### src/rtl/arc4_crack_ctrl.sv
// ARC4 key-search controller.
// Steps candidate keys KEY_START, KEY_START+KEY_STEP, ... up to KEY_LAST through
// one ARC4 engine. After each decryption it takes over the PT memory read port
// and checks the length-prefixed plaintext for printable ASCII (8'h20..8'h7E).
// The search stops at the first key whose plaintext is fully printable, or when
// the next candidate would pass KEY_LAST.
//
// Ports:
//   clk, rst_n    clock, asynchronous active-low reset
//   en            start a search (sampled only while rdy=1)
//   rdy           idle / accepting en
//   key_valid     last search found a key (valid while rdy=1)
//   key           found key (valid when key_valid=1)
//   a4_en         one-cycle start pulse to the engine
//   a4_rdy        engine idle
//   a4_key        candidate key driven to the engine
//   pt_owner      PT port mux select (1 = controller reads)
//   pt_addr       PT read address
//   pt_rddata     PT read data, one cycle after pt_addr
//
// pt_owner and pt_addr are combinational: the next PT read has to be issued in
// the same cycle the engine reports done or the current byte is judged, so
// that one byte is checked per cycle and no address beyond the first bad byte
// (or beyond L) is ever read.
module arc4_crack_ctrl #(
  parameter int unsigned      KEY_W     = 24,
  parameter logic [KEY_W-1:0] KEY_START = '0,
  parameter logic [KEY_W-1:0] KEY_STEP  = KEY_W'(1),
  parameter logic [KEY_W-1:0] KEY_LAST  = '1
) (
  input  logic             clk,
  input  logic             rst_n,
  input  logic             en,
  output logic             rdy,
  output logic             key_valid,
  output logic [KEY_W-1:0] key,
  output logic             a4_en,
  input  logic             a4_rdy,
  output logic [KEY_W-1:0] a4_key,
  output logic             pt_owner,
  output logic [7:0]       pt_addr,
  input  logic [7:0]       pt_rddata
);

  // Candidate counter is one bit wider than the key so cand+KEY_STEP never wraps.
  localparam int unsigned CW = KEY_W + 1;
  localparam int unsigned AW = 8;

  typedef enum logic [2:0] {
    IDLE,
    START,
    SETTLE,
    RUN,
    LEN,
    SCAN,
    HIT,
    MISS
  } state_t;

  state_t           state_q, state_d;
  logic [CW-1:0]    cand_q, cand_d;
  logic [AW-1:0]    len_q, len_d;
  logic [AW-1:0]    addr_q;
  logic             rdy_q, rdy_d;
  logic             key_valid_q, key_valid_d;
  logic [KEY_W-1:0] key_q, key_d;
  logic             a4_en_q, a4_en_d;
  logic [KEY_W-1:0] a4_key_q, a4_key_d;

  logic             byte_ok;
  logic [CW-1:0]    next_cand;

  assign byte_ok   = (pt_rddata >= 8'h20) && (pt_rddata <= 8'h7E);
  assign next_cand = cand_q + CW'(KEY_STEP);

  assign rdy       = rdy_q;
  assign key_valid = key_valid_q;
  assign key       = key_q;
  assign a4_en     = a4_en_q;
  assign a4_key    = a4_key_q;

  // State and datapath registers.
  always_ff @(posedge clk or negedge rst_n) begin
    if (!rst_n) begin
      state_q     <= IDLE;
      cand_q      <= CW'(KEY_START);
      len_q       <= '0;
      addr_q      <= '0;
      rdy_q       <= 1'b1;
      key_valid_q <= 1'b0;
      key_q       <= '0;
      a4_en_q     <= 1'b0;
      a4_key_q    <= KEY_START;
    end else begin
      state_q     <= state_d;
      cand_q      <= cand_d;
      len_q       <= len_d;
      addr_q      <= pt_addr;
      rdy_q       <= rdy_d;
      key_valid_q <= key_valid_d;
      key_q       <= key_d;
      a4_en_q     <= a4_en_d;
      a4_key_q    <= a4_key_d;
    end
  end

  // Next-state, next-register values and PT port control.
  always_comb begin
    state_d     = state_q;
    cand_d      = cand_q;
    len_d       = len_q;
    rdy_d       = rdy_q;
    key_valid_d = key_valid_q;
    key_d       = key_q;
    a4_en_d     = 1'b0;
    a4_key_d    = a4_key_q;
    pt_owner    = 1'b0;
    pt_addr     = '0;

    case (state_q)
      IDLE: begin
        if (en) begin
          cand_d      = CW'(KEY_START);
          a4_key_d    = KEY_START;
          key_valid_d = 1'b0;
          rdy_d       = 1'b0;
          state_d     = START;
        end
      end

      START: begin
        if (a4_rdy) begin
          a4_en_d = 1'b1;
          state_d = SETTLE;
        end
      end

      // Engine still shows rdy=1 while it samples the start pulse.
      SETTLE: begin
        state_d = RUN;
      end

      // Issue the read of pt[0] in the cycle the engine finishes.
      RUN: begin
        if (a4_rdy) begin
          pt_owner = 1'b1;
          pt_addr  = '0;
          state_d  = LEN;
        end
      end

      LEN: begin
        pt_owner = 1'b1;
        len_d    = pt_rddata;
        if (pt_rddata == 8'h00) begin
          pt_addr = '0;
          state_d = HIT;
        end else begin
          pt_addr = 8'd1;
          state_d = SCAN;
        end
      end

      // addr_q is the index of the byte now on pt_rddata; prefetch the next one
      // only while the scan is still going and there is a next one.
      SCAN: begin
        pt_owner = 1'b1;
        if (!byte_ok) begin
          pt_addr = addr_q;
          state_d = MISS;
        end else if (addr_q == len_q) begin
          pt_addr = addr_q;
          state_d = HIT;
        end else begin
          pt_addr = addr_q + 8'd1;
        end
      end

      HIT: begin
        key_d       = cand_q[KEY_W-1:0];
        key_valid_d = 1'b1;
        rdy_d       = 1'b1;
        state_d     = IDLE;
      end

      MISS: begin
        if (next_cand > CW'(KEY_LAST)) begin
          key_valid_d = 1'b0;
          rdy_d       = 1'b1;
          state_d     = IDLE;
        end else begin
          cand_d   = next_cand;
          a4_key_d = next_cand[KEY_W-1:0];
          state_d  = START;
        end
      end

      default: begin
        state_d = IDLE;
      end
    endcase
  end

endmodule

### config.mk
export PLATFORM = sky130hd
export DESIGN_NAME = arc4_crack_ctrl
export DESIGN_NICKNAME = d
export VERILOG_FILES = /design/src/rtl/arc4_crack_ctrl.sv
export SDC_FILE = /design/constraint.sdc
export NUM_CORES = 1
export LEC_CHECK = 0
export CAP_MARGIN = 40
export CORE_MARGIN = 2
export CORE_UTILIZATION = 50
export DETAILED_ROUTE_END_ITERATION = 16
export DONT_BUFFER_PORTS = 1
export MAX_ROUTING_LAYER = met4
export PLACE_DENSITY = 0.72
export SETUP_SLACK_MARGIN = 0.05
export SYNTH_ARGS = -nofsm -noshare
export SYNTH_HDL_FRONTEND = slang
export SYNTH_SLANG_ARGS = --single-unit
### constraint.sdc
create_clock -name clk -period 2.91 [get_ports clk]
set_input_delay 0.291 -clock clk [delete_from_list [all_inputs] [get_ports clk]]
set_output_delay 0.291 -clock clk [all_outputs]
set_load 0.05 [all_outputs]
==> flow_metrics.py <==
metrics = {
    "yosys": {
        "synth_ff_type": "dfrtp_1",
        "async_flop_share": 1.000,
        "ys_seq_area_frac": 0.4237,
        "syn_area_um2": 4197,
        "synth_edf_count": 0,
        "synthCells": 440,
        "avgSynthCellArea_um2": 9.538,
        "ys_ff_latch": 71,
        "synth.distinct_cells": 59,
        "synth_nets": 455,
        "ys.warnings.count": 0,
    },
    "sta": {
        "worstMarginPinSlew_ps": 663.5,
        "rsz0062_at_grt": "false",
        "fin_crit_sh": 0.9410,
        "max_slew_margin": 0.5577,
        "maxSlewViolCount": 0,
        "setup_tns_ps": 0,
        "finalSetupViolCount": 0,
        "period_minus_slack_ps": 2738,
        "fin_ws_ps": 171.8,
        "max_freq_mhz": 365.2,
        "fin_skew_ps": 6.553,
        "hold_viol": 0,
    },
    "worst_hold_path": {
        "hp-class": "in2reg",
        "whs_path_depth": 1,
    },
    "clock_tree": {
        "clk_latency_ps": 350,
        "cts-root-buf": "clkbuf_8",
        "cts_buffers": 9,
        "clock_path_buffers": 2,
        "clk_pin_slew_ps": 80,
        "postCtsSetupBuffers": 0,
        "cts.htree.levels": 3,
        "cts_sinks": 71,
        "cts_tree": "yes",
    },
    "grt": {
        "grt_overflow": 0,
        "grt_usage": 0.2649,
        "grt_max_degree": 72,
        "antenna_found_initial": 0,
        "grt_pass1_wl_mm": 17.55,
        "grt_pass1_vias": 3422,
    },
    "route": {
        "routedWlPerCell_um": 19.96,
        "vias": 3468,
        "detail-route-antenna-nets": 0,
        "drtIter0Drc": 282,
        "drc": 0,
        "drt-total-wl_mm": 10.98,
        "first_pass_iters": 4,
        "vias_per_cell": 6.305,
    },
    "worst_setup_path": {
        "slowest_stage": "nor4_4",
        "worst_setup_path_end_kind": "flop",
        "path_buf_inv": 3,
        "crit_path_frequent_cell": "buf_4",
        "crit_family": "simple AND/OR/NAND/NOR gates",
        "critical_path_class": "reg2reg",
        "rr_worst_depth": 11,
        "critical_path_arrival_ps": 2980,
        "start_kind": "flop",
        "slowest_delay_ps": 400,
        "crit_chain": "ha_2, buf_4, and4_4, buf_4, nand3_1, nor4_1, o22ai_2, nor4_4, buf_4, nor2_1, a221o_1",
        "cp_num_cells": 11,
        "worst-endpoint-required_ps": 3150,
        "crit_fanout": 9,
    },
    "job": {
        "cap_violations": 0,
    },
    "place": {
        "place_area_um2": 4327,
        "port_buffers": 0,
        "place_ws_ps": 141.1,
        "hpwl_mm": 7.931,
        "routabilityCongestion": 0.9684,
    },
    "pwr": {
        "p_per_area_nw_per_um2": 736.8,
        "max-vdd-ir-drop_mv": 0.5400,
        "power_leakage_nw": 2.152,
        "p_total_mw": 3.393,
    },
    "floorplanning": {
        "core_um2": 8175,
        "pin_count": 72,
        "start_util": 0.5133,
        "std_cell_rows": 33,
        "die_area_um2": 9142,
        "die_w_um": 95.62,
        "die_h_um": 95.62,
    },
    "finish": {
        "area_growth_pct": 9.720,
        "drive_gt1_frac": 0.2427,
        "design_area_um2": 4604,
        "fillers": 735,
        "layout.nets": 456,
        "diodes": 0,
    },
    "run_status": {
        "outcome": "finished, final reports clean",
    },
}
[cells in the final DEF (no fill, tap or decap), types with 3 or more instances in the layout]
| cell | count |
|---|---|
| nand4b_1 | 3 |
| buf_4 | 46 |
| inv_1 | 6 |
| nand2_1 | 26 |
| nor4_1 | 6 |
| a21o_1 | 4 |
| nand3b_1 | 3 |
| nand4_1 | 16 |
| nor3_1 | 12 |
| a21oi_1 | 8 |
| o22ai_1 | 4 |
| a31oi_1 | 13 |
| mux2_2 | 29 |
| a211o_1 | 5 |
| a221o_1 | 6 |
| and3_1 | 18 |
| o31ai_1 | 10 |
| o21ai_0 | 11 |
| and2_1 | 3 |
| nor2b_1 | 3 |
| nand3_1 | 25 |
| dfrtp_1 | 70 |
| nor2_1 | 43 |
| clkbuf_8 | 11 |
| xor2_1 | 14 |
[final cells by class]
type,instances,area [µm²],area share
tap,105,131.4,0.02853
inverter,6,22.52,0.004891
timing repair buffer,48,382.9,0.08315
clock inverter,3,42.54,0.009239
multi-input combinational,305,2092,0.4543
sequential,71,1778,0.3861
clock buffer,12,155.1,0.03370
[where the power goes]
part           switching [mW]  leakage, nW  internal, mW
Clock                   0.368       0.0985         0.437
Sequential              0.486        0.961          1.18
Combinational           0.580         1.09         0.342
[routing by layer]
| layer | up-vias | wire length (µm) | track usage |
|---|---|---|---|
| li1 | 1590 | - | - |
| met1 | 1719 | 4793 | 0.3355 |
| met2 | 133 | 5245 | 0.4038 |
| met3 | 26 | 651 | 0.05613 |
| met4 | 0 | 286 | 0.1274 |
| met5 | - | 0 | - |
[final timing paths]
kind / start / endpoint / slack (ps)
max in group asynchronous: rst_n / rdy / 2090
min in group asynchronous: rst_n / key[23] / 460
min reg2reg: len_q[2] / len_q[2] / 530
max: cand_q[1] / cand_q[12] / 170
min: pt_rddata[4] / len_q[4] / 80
max reg2reg: cand_q[1] / cand_q[12] / 170
[state kept, by name (all words and copies together), names as in the netlist]
| signal | count |
|---|---|
| a4_en | 1 |
| addr_q | 8 |
| rdy | 1 |
| key_valid | 1 |
| state_q | 3 |
| key | 24 |
| cand_q | 25 |
| len_q | 8 |
[synthesized netlist by cell type (all sizes together) (6+ instances only)]
| cell type | n | area [µm²] |
|---|---|---|
| dfrtp | 70 | 1752 |
| nor2 | 44 | 167.7 |
| buf | 38 | 271.5 |
| mux2 | 29 | 326.6 |
| nand2 | 26 | 97.59 |
| nand3 | 25 | 125.1 |
| clkbuf | 20 | 75.07 |
| and3 | 18 | 112.6 |
| nand4 | 17 | 121.4 |
| xor2 | 14 | 122.6 |
| a31oi | 13 | 81.33 |
| nor3 | 13 | 70.07 |
| o21ai | 11 | 55.05 |
| o31ai | 10 | 75.07 |
| a21oi | 8 | 40.04 |
| nor4 | 7 | 58.81 |
| a221o | 6 | 60.06 |
| inv | 6 | 22.52 |
[repair_timing]
item                       CTS  global route
hold endpoints to repair    71             0
hold buffers                 2             0
resized for setup            0            10
setup endpoints to repair    0            25
[cells by family after synthesis]
kind of cell               share of synthesized area
and+or+nand+nor                               0.2287
AOI/OAI and AO/OA                             0.1369
DFF                                           0.4237
buffers and inverters                        0.08795
muxes                                        0.08259
xor gates and xnor gates                     0.03131
adders and majority gates                   0.008945
[through the flow]
step / hold WS (ps) / instances / util
3_5_place_dp: -2.392 / 533 / 0.5292
2_1_floorplan: -4.591 / 440 / -
5_1_grt: 61.63 / 550 / 0.5632
4_1_cts: 64.10 / 550 / 0.5580
3_3_place_gp: -2.483 / 532 / 0.5283
6_report: 79.42 / 550 / 0.5632
Note: power is estimated with default switching activity, not from simulation.
